--- src/rtl/tick_tock_scheduler.sv ---
`default_nettype none
// ============================================================================
//  Module   : tick_tock_scheduler
//  Purpose  : Epoch sequencer for the tick-tock-tokens processor array.
//             Shares one processor-core port and one network spike port
//             among NUM_PROCESSORS logical processors. Every epoch runs
//             INJECT (drain buffered external tokens), TICK (tick each
//             processor once), TOCK (broadcast every processor that fired,
//             lowest id first) and DONE (one-cycle completion pulse).
//  Ports    : clk, rst_n          - clock, asynchronous active-low reset
//             run                 - epoch start request (sampled in IDLE)
//             ext_valid/ext_id/ext_ready - external token push handshake
//             proc_op/proc_id     - processor-core command (NOP/TOKEN/TICK)
//             proc_fire           - fire flag returned during TICK
//             net_valid/net_src_id/net_ready - spike broadcast handshake
//             state, busy, epoch_done - status
//  Revision : 1.0 - initial release
// ============================================================================
module tick_tock_scheduler #(
    parameter int NUM_PROCESSORS = 16,
    parameter int PROC_ID_WIDTH  = 4
) (
    input  logic                     clk,
    input  logic                     rst_n,
    input  logic                     run,
    input  logic                     ext_valid,
    input  logic [PROC_ID_WIDTH-1:0] ext_id,
    output logic                     ext_ready,
    output logic [1:0]               proc_op,
    output logic [PROC_ID_WIDTH-1:0] proc_id,
    input  logic                     proc_fire,
    output logic                     net_valid,
    output logic [PROC_ID_WIDTH-1:0] net_src_id,
    input  logic                     net_ready,
    output logic [2:0]               state,
    output logic                     busy,
    output logic                     epoch_done
);

    localparam logic [2:0] c_IDLE   = 3'd0;
    localparam logic [2:0] c_INJECT = 3'd1;
    localparam logic [2:0] c_TICK   = 3'd2;
    localparam logic [2:0] c_TOCK   = 3'd3;
    localparam logic [2:0] c_DONE   = 3'd4;

    localparam logic [1:0] c_OP_NOP   = 2'b00;
    localparam logic [1:0] c_OP_TOKEN = 2'b01;
    localparam logic [1:0] c_OP_TICK  = 2'b10;

    // One extra bit so ids up to 2**PROC_ID_WIDTH-1 compare correctly.
    localparam logic [PROC_ID_WIDTH:0]   c_NUM_EXT  = (PROC_ID_WIDTH+1)'(NUM_PROCESSORS);
    localparam logic [PROC_ID_WIDTH-1:0] c_CNT_LAST = PROC_ID_WIDTH'(NUM_PROCESSORS - 1);

    // ------------------------------------------------------------------
    // Registers
    // ------------------------------------------------------------------
    logic [2:0]                r_state;
    logic [PROC_ID_WIDTH-1:0]  r_cnt;
    logic [NUM_PROCESSORS-1:0] r_mask;
    logic [PROC_ID_WIDTH-1:0]  r_fifo_mem [0:1];
    logic                      r_rd_ptr;
    logic                      r_wr_ptr;
    logic [1:0]                r_count;

    // ------------------------------------------------------------------
    // Combinational helpers
    // ------------------------------------------------------------------
    logic                      w_full;
    logic                      w_empty;
    logic                      w_push_hs;
    logic                      w_push;
    logic                      w_pop;
    logic [1:0]                w_count_next;
    logic                      w_any_fire;
    logic [PROC_ID_WIDTH-1:0]  w_low_id;
    logic                      w_net_hs;
    logic [NUM_PROCESSORS-1:0] w_mask_next;
    logic [2:0]                w_state_next;

    assign w_full    = (r_count == 2'd2);
    assign w_empty   = (r_count == 2'd0);
    assign w_push_hs = ext_valid && !w_full;
    // Out-of-range ids complete the handshake but are dropped here.
    assign w_push    = w_push_hs && ({1'b0, ext_id} < c_NUM_EXT);
    assign w_pop     = (r_state == c_INJECT) && !w_empty;

    always_comb begin
        w_count_next = r_count;
        case ({w_push, w_pop})
            2'b10:   w_count_next = r_count + 2'd1;
            2'b01:   w_count_next = r_count - 2'd1;
            default: w_count_next = r_count;
        endcase
    end

    // Priority encoder: scanning downward so the lowest set bit wins.
    always_comb begin
        w_low_id = '0;
        for (int i = NUM_PROCESSORS - 1; i >= 0; i--) begin
            if (r_mask[i]) begin
                w_low_id = PROC_ID_WIDTH'(i);
            end
        end
    end

    assign w_any_fire = |r_mask;
    assign w_net_hs   = (r_state == c_TOCK) && w_any_fire && net_ready;

    // Mask update: capture fire during TICK, retire broadcast bit in TOCK.
    // A compare loop avoids indexing the mask with a possibly wider id.
    always_comb begin
        w_mask_next = r_mask;
        for (int i = 0; i < NUM_PROCESSORS; i++) begin
            if ((r_state == c_TICK) && (r_cnt == PROC_ID_WIDTH'(i))) begin
                w_mask_next[i] = proc_fire;
            end
            if (w_net_hs && (w_low_id == PROC_ID_WIDTH'(i))) begin
                w_mask_next[i] = 1'b0;
            end
        end
    end

    always_comb begin
        w_state_next = r_state;
        case (r_state)
            c_IDLE: begin
                if (run) begin
                    w_state_next = w_empty ? c_TICK : c_INJECT;
                end
            end
            c_INJECT: begin
                // Leave only once this cycle's pop drains the FIFO and no
                // new token arrived alongside it.
                if (w_count_next == 2'd0) begin
                    w_state_next = c_TICK;
                end
            end
            c_TICK: begin
                if (r_cnt == c_CNT_LAST) begin
                    w_state_next = c_TOCK;
                end
            end
            c_TOCK: begin
                if (!w_any_fire) begin
                    w_state_next = c_DONE;
                end
            end
            c_DONE:  w_state_next = c_IDLE;
            default: w_state_next = c_IDLE;
        endcase
    end

    // ------------------------------------------------------------------
    // Sequential state
    // ------------------------------------------------------------------
    always_ff @(posedge clk or negedge rst_n) begin
        if (!rst_n) begin
            r_state <= c_IDLE;
            r_cnt   <= '0;
            r_mask  <= '0;
        end else begin
            r_state <= w_state_next;
            r_mask  <= w_mask_next;
            if ((r_state == c_TICK) && (r_cnt != c_CNT_LAST)) begin
                r_cnt <= r_cnt + 1'b1;
            end else begin
                r_cnt <= '0;
            end
        end
    end

    always_ff @(posedge clk or negedge rst_n) begin
        if (!rst_n) begin
            r_fifo_mem[0] <= '0;
            r_fifo_mem[1] <= '0;
            r_rd_ptr      <= 1'b0;
            r_wr_ptr      <= 1'b0;
            r_count       <= 2'd0;
        end else begin
            if (w_push) begin
                r_fifo_mem[r_wr_ptr] <= ext_id;
                r_wr_ptr             <= ~r_wr_ptr;
            end
            if (w_pop) begin
                r_rd_ptr <= ~r_rd_ptr;
            end
            r_count <= w_count_next;
        end
    end

    // ------------------------------------------------------------------
    // Outputs: decoded from registers only
    // ------------------------------------------------------------------
    always_comb begin
        proc_op = c_OP_NOP;
        proc_id = '0;
        case (r_state)
            c_INJECT: begin
                proc_op = c_OP_TOKEN;
                proc_id = r_fifo_mem[r_rd_ptr];
            end
            c_TICK: begin
                proc_op = c_OP_TICK;
                proc_id = r_cnt;
            end
            default: begin
                proc_op = c_OP_NOP;
                proc_id = '0;
            end
        endcase
    end

    assign ext_ready  = !w_full;
    assign net_valid  = (r_state == c_TOCK) && w_any_fire;
    assign net_src_id = (r_state == c_TOCK) ? w_low_id : '0;
    assign state      = r_state;
    assign busy       = (r_state != c_IDLE);
    assign epoch_done = (r_state == c_DONE);

endmodule
`default_nettype wire

--- config.mk ---
export PLATFORM = sky130hd
export DESIGN_NAME = tick_tock_scheduler
export DESIGN_NICKNAME = d
export VERILOG_FILES = /design/src/rtl/tick_tock_scheduler.sv
export SDC_FILE = /design/constraint.sdc
export NUM_CORES = 1
export LEC_CHECK = 0
export CAP_MARGIN = 20
export CORE_MARGIN = 1
export CORE_UTILIZATION = 30
export CTS_BUF_LIST = sky130_fd_sc_hd__clkbuf_8
export DETAILED_ROUTE_END_ITERATION = 10
export PLACE_DENSITY_LB_ADDON = 0.2
export SLEW_MARGIN = 25
export SYNTH_ARGS = -nofsm -noshare
export SYNTH_HDL_FRONTEND = slang
export SYNTH_SLANG_ARGS = --single-unit
--- constraint.sdc ---
create_clock -name clk -period 3.86 [get_ports clk]
set_input_delay 0.386 -clock clk [delete_from_list [all_inputs] [get_ports clk]]
set_output_delay 0.386 -clock clk [all_outputs]
set_load 0.05 [all_outputs]
; ---- Yosys cells after proc, flatten, opt, wreduce, memory -nomap -nowiden
; Cells that the tools add are included.
; Widths: inputs -> output; s select.
[totals]
ff_bits = 35
word_cells = 204
inputBits = 10
[op_classes]
n_lt_le_gt_ge = 3
n_addsub = 3
reduce_logical = 64
n_mux = 65
bitwise = 4
eq_ne = 42
[op_table]
columns = op, n
row1 = $mux 4, 22
row2 = $eq 4x4->1 const B, 16
row3 = $logic_and 1x1->1, 38
row4 = $eq 4x3->1 const B, 8
row5 = $mux 1, 32
row6 = $reduce_bool 2->1, 16
row7 = $eq 4x2->1 const B, 4
row8 = $reduce_or 16->1, 1
row9 = $mux 3, 4
row10 = $pmux 3 s4, 1
row11 = $bwmux 8, 1
row12 = $eq 4x1->1 const B, 2
row13 = $logic_not 4->1, 2
row14 = $pmux 2 s2, 2
row15 = $pmux 4 s2, 1
row16 = $eq 3x2->1 const B, 2
row17 = $add 4x1->4 const B, 1
row18 = $demux 4 s1, 1
row19 = $eq 2x2->1 const B, 2
row20 = $ge 2x2->1 const B, 2
row21 = $logic_not 2->1, 2
row22 = $ne 2x1->1 const B, 2
row23 = $ne 2x2->1 const B, 2
row24 = $ne 4x4->1 const B, 1
row25 = other kinds (13), 16

; ---- Logic depth before layout (Yosys ltp)
[logic_depth]
word_depth = 19
ltp_mapped = 10

; ---- Least setup slack after synthesis
; OpenSTA, ideal clock, no wires.
[synth_path]
path_kind = reg2out
startpoint = register r_state[0] (netlist: state[0])
endpoint = output proc_id[2]
stages_incl_launch_ff = 5
arrival_time_ns = 2.468
path_buffers = 2
setup_slack_ns = 1.006
path_cell_list = dfrtp_1 buf_2 or3b_1 clkbuf_1 o21ai_0
[synth_via]
elab_chain_cells = 2
elab_cells_between_ends = 3
cone_classes = eq/ne (2) / mux (1)
[synth_lines]
columns = element, line_no
row1 = start: declaration, 57  ; logic [2:0] r_state;
row2 = start signal: assignment, 158  ; r_state <= c_IDLE;
row3 = start signal: assignment, 162  ; r_state <= w_state_next;
row4 = $eq 3x2->1 / $eq 3x1->1 (equally long branches), 197  ; case (r_state)
row5 = $pmux 4 s2 *, 197
row6 = end: declaration, 30  ; output logic [PROC_ID_WIDTH-1:0] proc_id,
; Mark *: on every way between the ends. The rest lies on a longest branch, timed or not.

; ---- Worst setup path after layout
[layout_path]
startpoint = register r_mask[14]
endpoint = output net_src_id[0]
[layout_via]
elab_chain_cells = 16
[layout_lines]
columns = element, line_no
row1 = start: declaration, 59  ; logic [NUM_PROCESSORS-1:0] r_mask;
row2 = start signal: assignment, 163  ; r_mask <= w_mask_next;
row3 = $mux 4 (15 in series), 100  ; if (r_mask[i]) begin
row4 = $mux 4, 215  ; assign net_src_id = (r_state == c_TOCK) ? w_low_id : '0;
row5 = end: declaration, 33  ; output logic [PROC_ID_WIDTH-1:0] net_src_id,
; Every way passes these cells.

==> flow_summary.yaml <==
setup_path:
  worstRegToRegCells: 8
  regToRegSetupSlack_ns: 1.30
  crit_chain: "nand2b_1 -> a221oi_1 -> o211ai_1 -> a21o_1 -> nor2_1 -> clkdlybuf4s50_1"
  crit_slowest_cell: "sky130_fd_sc_hd__clkdlybuf4s50_1"
  setup.worst_path.start_class: "flop"
  cp_data_required_time_ns: 3.47
  r2r_end: "state[0]$_DFFE_PN0P_"
  worst-setup-path-type: "flop to output port"
  cp-end-kind: "output port"
  worst_ep_arrival_time_ns: 2.58
  reg2reg_from: "state[0]$_DFFE_PN0P_"
  timing.critical_path.slowest_cell_delay_ns: 0.81
  worstSetupStartpoint: "r_mask[14]$_DFFE_PN0P_"
  critPathCapture: "net_src_id[0]"
  critical_path_peak_fanout: 4
timing:
  fin_hold_ws_ns: 0.499
  drv_slew: 0
  worst_slew_margin_rel_pct: 59.6
  period_needed_ns: 2.96
  setup_violations: 0
  finClkSkew_ns: 0.0174
  grt_setup_unrepaired: "false"
  report.final.hold_viol_count: 0
  final.setup.tns_ns: 0
  min_period_over_period_pct: 76.8
  maxClockFrequency_mhz: 337
  tightest_slew_ns: 0.604
placed_design:
  place.detailed.hpwl_um: 3630
  place_area_mm2: 0.00239
  port_buffers: 26
  place_congestion: 0.876
clock_tree:
  cts_num_sinks: 35
  cts_setup_buffers: 0
  clk_latency_ns: 0.29
  root_buffer: "sky130_fd_sc_hd__clkbuf_8"
  hold_buffers: 0
  cts_buffers: 5
  tritoncts: "done"
  path_clk_slew_ns: 0.09
  postCtsResizedCells: 0
  clockBufferDepth: 2
  h-tree-depth: 2
logic_synthesis:
  yosys_warnings: 0
  synthFlopType: "sky130_fd_sc_hd__dfrtp_1"
  netlist_instances: 216
  ys_types: 47
  synth-edff-count: 0
  syn-mean-instance-area_um2: 9.52
  ys_ff_latch: 35
  mappedNetlistNets: 231
  synthArstFlopShare_pct: 100
  synth.yosys.seq_area_share_pct: 42.6
  synth_area_mm2: 0.00206
drt:
  post_drt_via_cell_ratio: 5.17
  drc: 2
  ant_nets: 0
  detail_route.wirelength_um: 4890
  drt_pass1_iterations: 7
  num_vias: 1654
  routed_wire_length_per_instance_um: 15.3
  drt_first_iter_violations: 101
global_routing:
  grt_util_all_layers_pct: 14.5
  number_of_antenna_violations_at_the_first_check_in_global_routing: 0
  via_count_of_the_first_global_routing_pass: 1585
  grt_max_degree: 36
  globalRouteOverflowTotal: 0
  grt_pass1_wl_um: 8020
finish:
  nets: 257
  diode_insertion_count_for_antenna_repair: 0
  final_design_area_no_fill_mm2: 0.00250
  syn_to_final_growth_pct: 21.6
  drive_gt1_share_pct: 10.7
floorplanning:
  design.portCount: 27
  die_w_um: 84.8
  floorplan.rows: 29
  die_y_um: 84.8
  fp.dieArea_mm2: 0.00719
  core_mm2: 0.00649
  initial_core_util_pct: 31.7
power:
  leakage_nw: 1.10
  max-vdd-ir-drop_mv: 0.346
  power_per_cell_area_mw_per_mm2: 844
run:
  maxCapViolations: 0
run_status:
  violations: "DRC"
  run_status: "finished, violations left"
worst_hold_path:
  hp_class: "input port to asynchronous set/reset pin"
-- report_power, final --
part / leakage, nW / internal (mW) / switching, mW
combinational: 0.620 / 0.427 / 0.658
sequential: 0.421 / 0.503 / 0.186
clock: 0.0581 / 0.192 / 0.143
total: 1.10 / 1.12 / 0.987
-- how the worst min path moves through the flow --
stage                               from                        end  depth (start not counted)
3_3_place_gp        r_wr_ptr$_DFFE_PN0P_       r_wr_ptr$_DFFE_PN0P_                          1
5_1_grt        r_fifo_mem[6]$_DFFE_PN0P_  r_fifo_mem[6]$_DFFE_PN0P_                          1
2_1_floorplan                      rst_n         r_cnt[0]$_DFF_PN0_                          0
4_1_cts                            rst_n       r_wr_ptr$_DFFE_PN0P_                          2
3_5_place_dp        r_wr_ptr$_DFFE_PN0P_       r_wr_ptr$_DFFE_PN0P_                          1
6_report                           rst_n       r_wr_ptr$_DFFE_PN0P_                          2
-- per-layer routing --
| metal | wire [µm] | up-vias | track usage, % |
|---|---|---|---|
| met4 | 61 | 0 | 4.62 |
| met3 | 176 | 5 | 2.65 |
| li1 | - | 821 | - |
| met1 | 2470 | 796 | 21.1 |
| met5 | 0 | - | 0 |
| met2 | 2180 | 32 | 22.0 |
-- critical path, delay by kind of cell (launching register included) --
kind / cells / cell delay, ns
flops: 1 / 0.41
buf+inv: 1 / 0.81
simple gates: 2 / 0.25
compound gates: 3 / 0.84
-- stage by stage --
| step | utilization, % | total power, mW | std cells | setup WS [ns] |
|---|---|---|---|---|
| global route | 38.5 | 2.25 | 320 | 0.713 |
| finish | 38.5 | 2.11 | 320 | 0.895 |
| detailed placement | 36.8 | 1.78 | 312 | 1.19 |
| CTS | 38.5 | 2.13 | 320 | 0.867 |
| global placement | 36.8 | 1.78 | 312 | 1.24 |
| floorplan | - | 1.47 | 216 | 1.01 |
-- sequential cells by signal, indices dropped and copies added (netlist names) --
| name | cells |
|---|---|
| r_mask | 16 |
| r_rd_ptr | 1 |
| r_cnt | 4 |
| r_fifo_mem | 8 |
| r_count | 2 |
| r_wr_ptr | 1 |
| state | 3 |
-- cell families after synthesis --
family / Yosys count / synth area share (%)
flip-flops: 35 / 42.6
AO/OA/AOI/OAI: 39 / 12.1
XOR/XNOR: 7 / 2.98
multiplexers: 27 / 13.6
AND/OR/NAND/NOR: 85 / 22.0
adder cells (fa/ha/maj): 5 / 3.04
buffers and inverters: 18 / 3.59
-- cell usage after synthesis, types with 2 or more instances --
master / instances / share of area [%]
sky130_fd_sc_hd__clkbuf_1: 5 / 0.91
sky130_fd_sc_hd__a221oi_1: 2 / 0.85
sky130_fd_sc_hd__o22ai_1: 2 / 0.61
sky130_fd_sc_hd__ha_1: 5 / 3.0
sky130_fd_sc_hd__and2_1: 2 / 0.61
sky130_fd_sc_hd__a31oi_1: 4 / 1.2
sky130_fd_sc_hd__nand3b_1: 2 / 0.73
sky130_fd_sc_hd__mux2i_1: 19 / 9.3
sky130_fd_sc_hd__a21oi_1: 16 / 3.9
sky130_fd_sc_hd__nand2_1: 23 / 4.2
sky130_fd_sc_hd__or3b_1: 2 / 0.85
sky130_fd_sc_hd__mux2_2: 8 / 4.4
sky130_fd_sc_hd__nor3_1: 9 / 2.2
sky130_fd_sc_hd__a41oi_1: 3 / 1.3
sky130_fd_sc_hd__xnor2_1: 4 / 1.7
sky130_fd_sc_hd__nand3_1: 3 / 0.73
sky130_fd_sc_hd__inv_1: 8 / 1.5
sky130_fd_sc_hd__buf_2: 2 / 0.49
sky130_fd_sc_hd__nor2_1: 23 / 4.2
sky130_fd_sc_hd__nor3b_2: 2 / 1.2
sky130_fd_sc_hd__o21ai_0: 4 / 0.97
sky130_fd_sc_hd__xor2_1: 3 / 1.3
sky130_fd_sc_hd__nor2b_1: 2 / 0.61
sky130_fd_sc_hd__nor4_2: 2 / 1.2
sky130_fd_sc_hd__nand2b_1: 3 / 0.91
sky130_fd_sc_hd__or3_1: 2 / 0.61
sky130_fd_sc_hd__dfrtp_1: 35 / 43
sky130_fd_sc_hd__and3_1: 2 / 0.61
-- layout make-up --
| cell class | instances | area, µm² |
|---|---|---|
| Clock buffer | 5 | 68.8 |
| Clock inverter | 3 | 43.8 |
| Fill cell | 654 | 4000 |
| Inverter | 9 | 33.8 |
| Multi-Input combinational cell | 163 | 1110 |
| Sequential cell | 35 | 876 |
| Tap cell | 77 | 96.3 |
| Timing Repair Buffer | 28 | 275 |
-- placed cells by master (no fill, tap or decap), types with 3 or more instances in the layout --
cell type / Yosys / layout
sky130_fd_sc_hd__ha_1: 5 / 5
sky130_fd_sc_hd__xnor2_1: 4 / 4
sky130_fd_sc_hd__a21oi_1: 16 / 16
sky130_fd_sc_hd__inv_1: 8 / 8
sky130_fd_sc_hd__o21ai_0: 4 / 4
sky130_fd_sc_hd__clkdlybuf4s50_1: 0 / 26
sky130_fd_sc_hd__mux2_2: 8 / 8
sky130_fd_sc_hd__clkbuf_8: 0 / 5
sky130_fd_sc_hd__mux2i_1: 19 / 19
sky130_fd_sc_hd__nand2b_1: 3 / 3
sky130_fd_sc_hd__xor2_1: 3 / 3
sky130_fd_sc_hd__a31oi_1: 4 / 4
sky130_fd_sc_hd__nor2_1: 23 / 23
sky130_fd_sc_hd__dfrtp_1: 35 / 35
sky130_fd_sc_hd__a41oi_1: 3 / 3
sky130_fd_sc_hd__nand2_1: 23 / 23
sky130_fd_sc_hd__nor3_1: 9 / 9
sky130_fd_sc_hd__nand3_1: 3 / 3
Power figures use the tool's default switching activity.
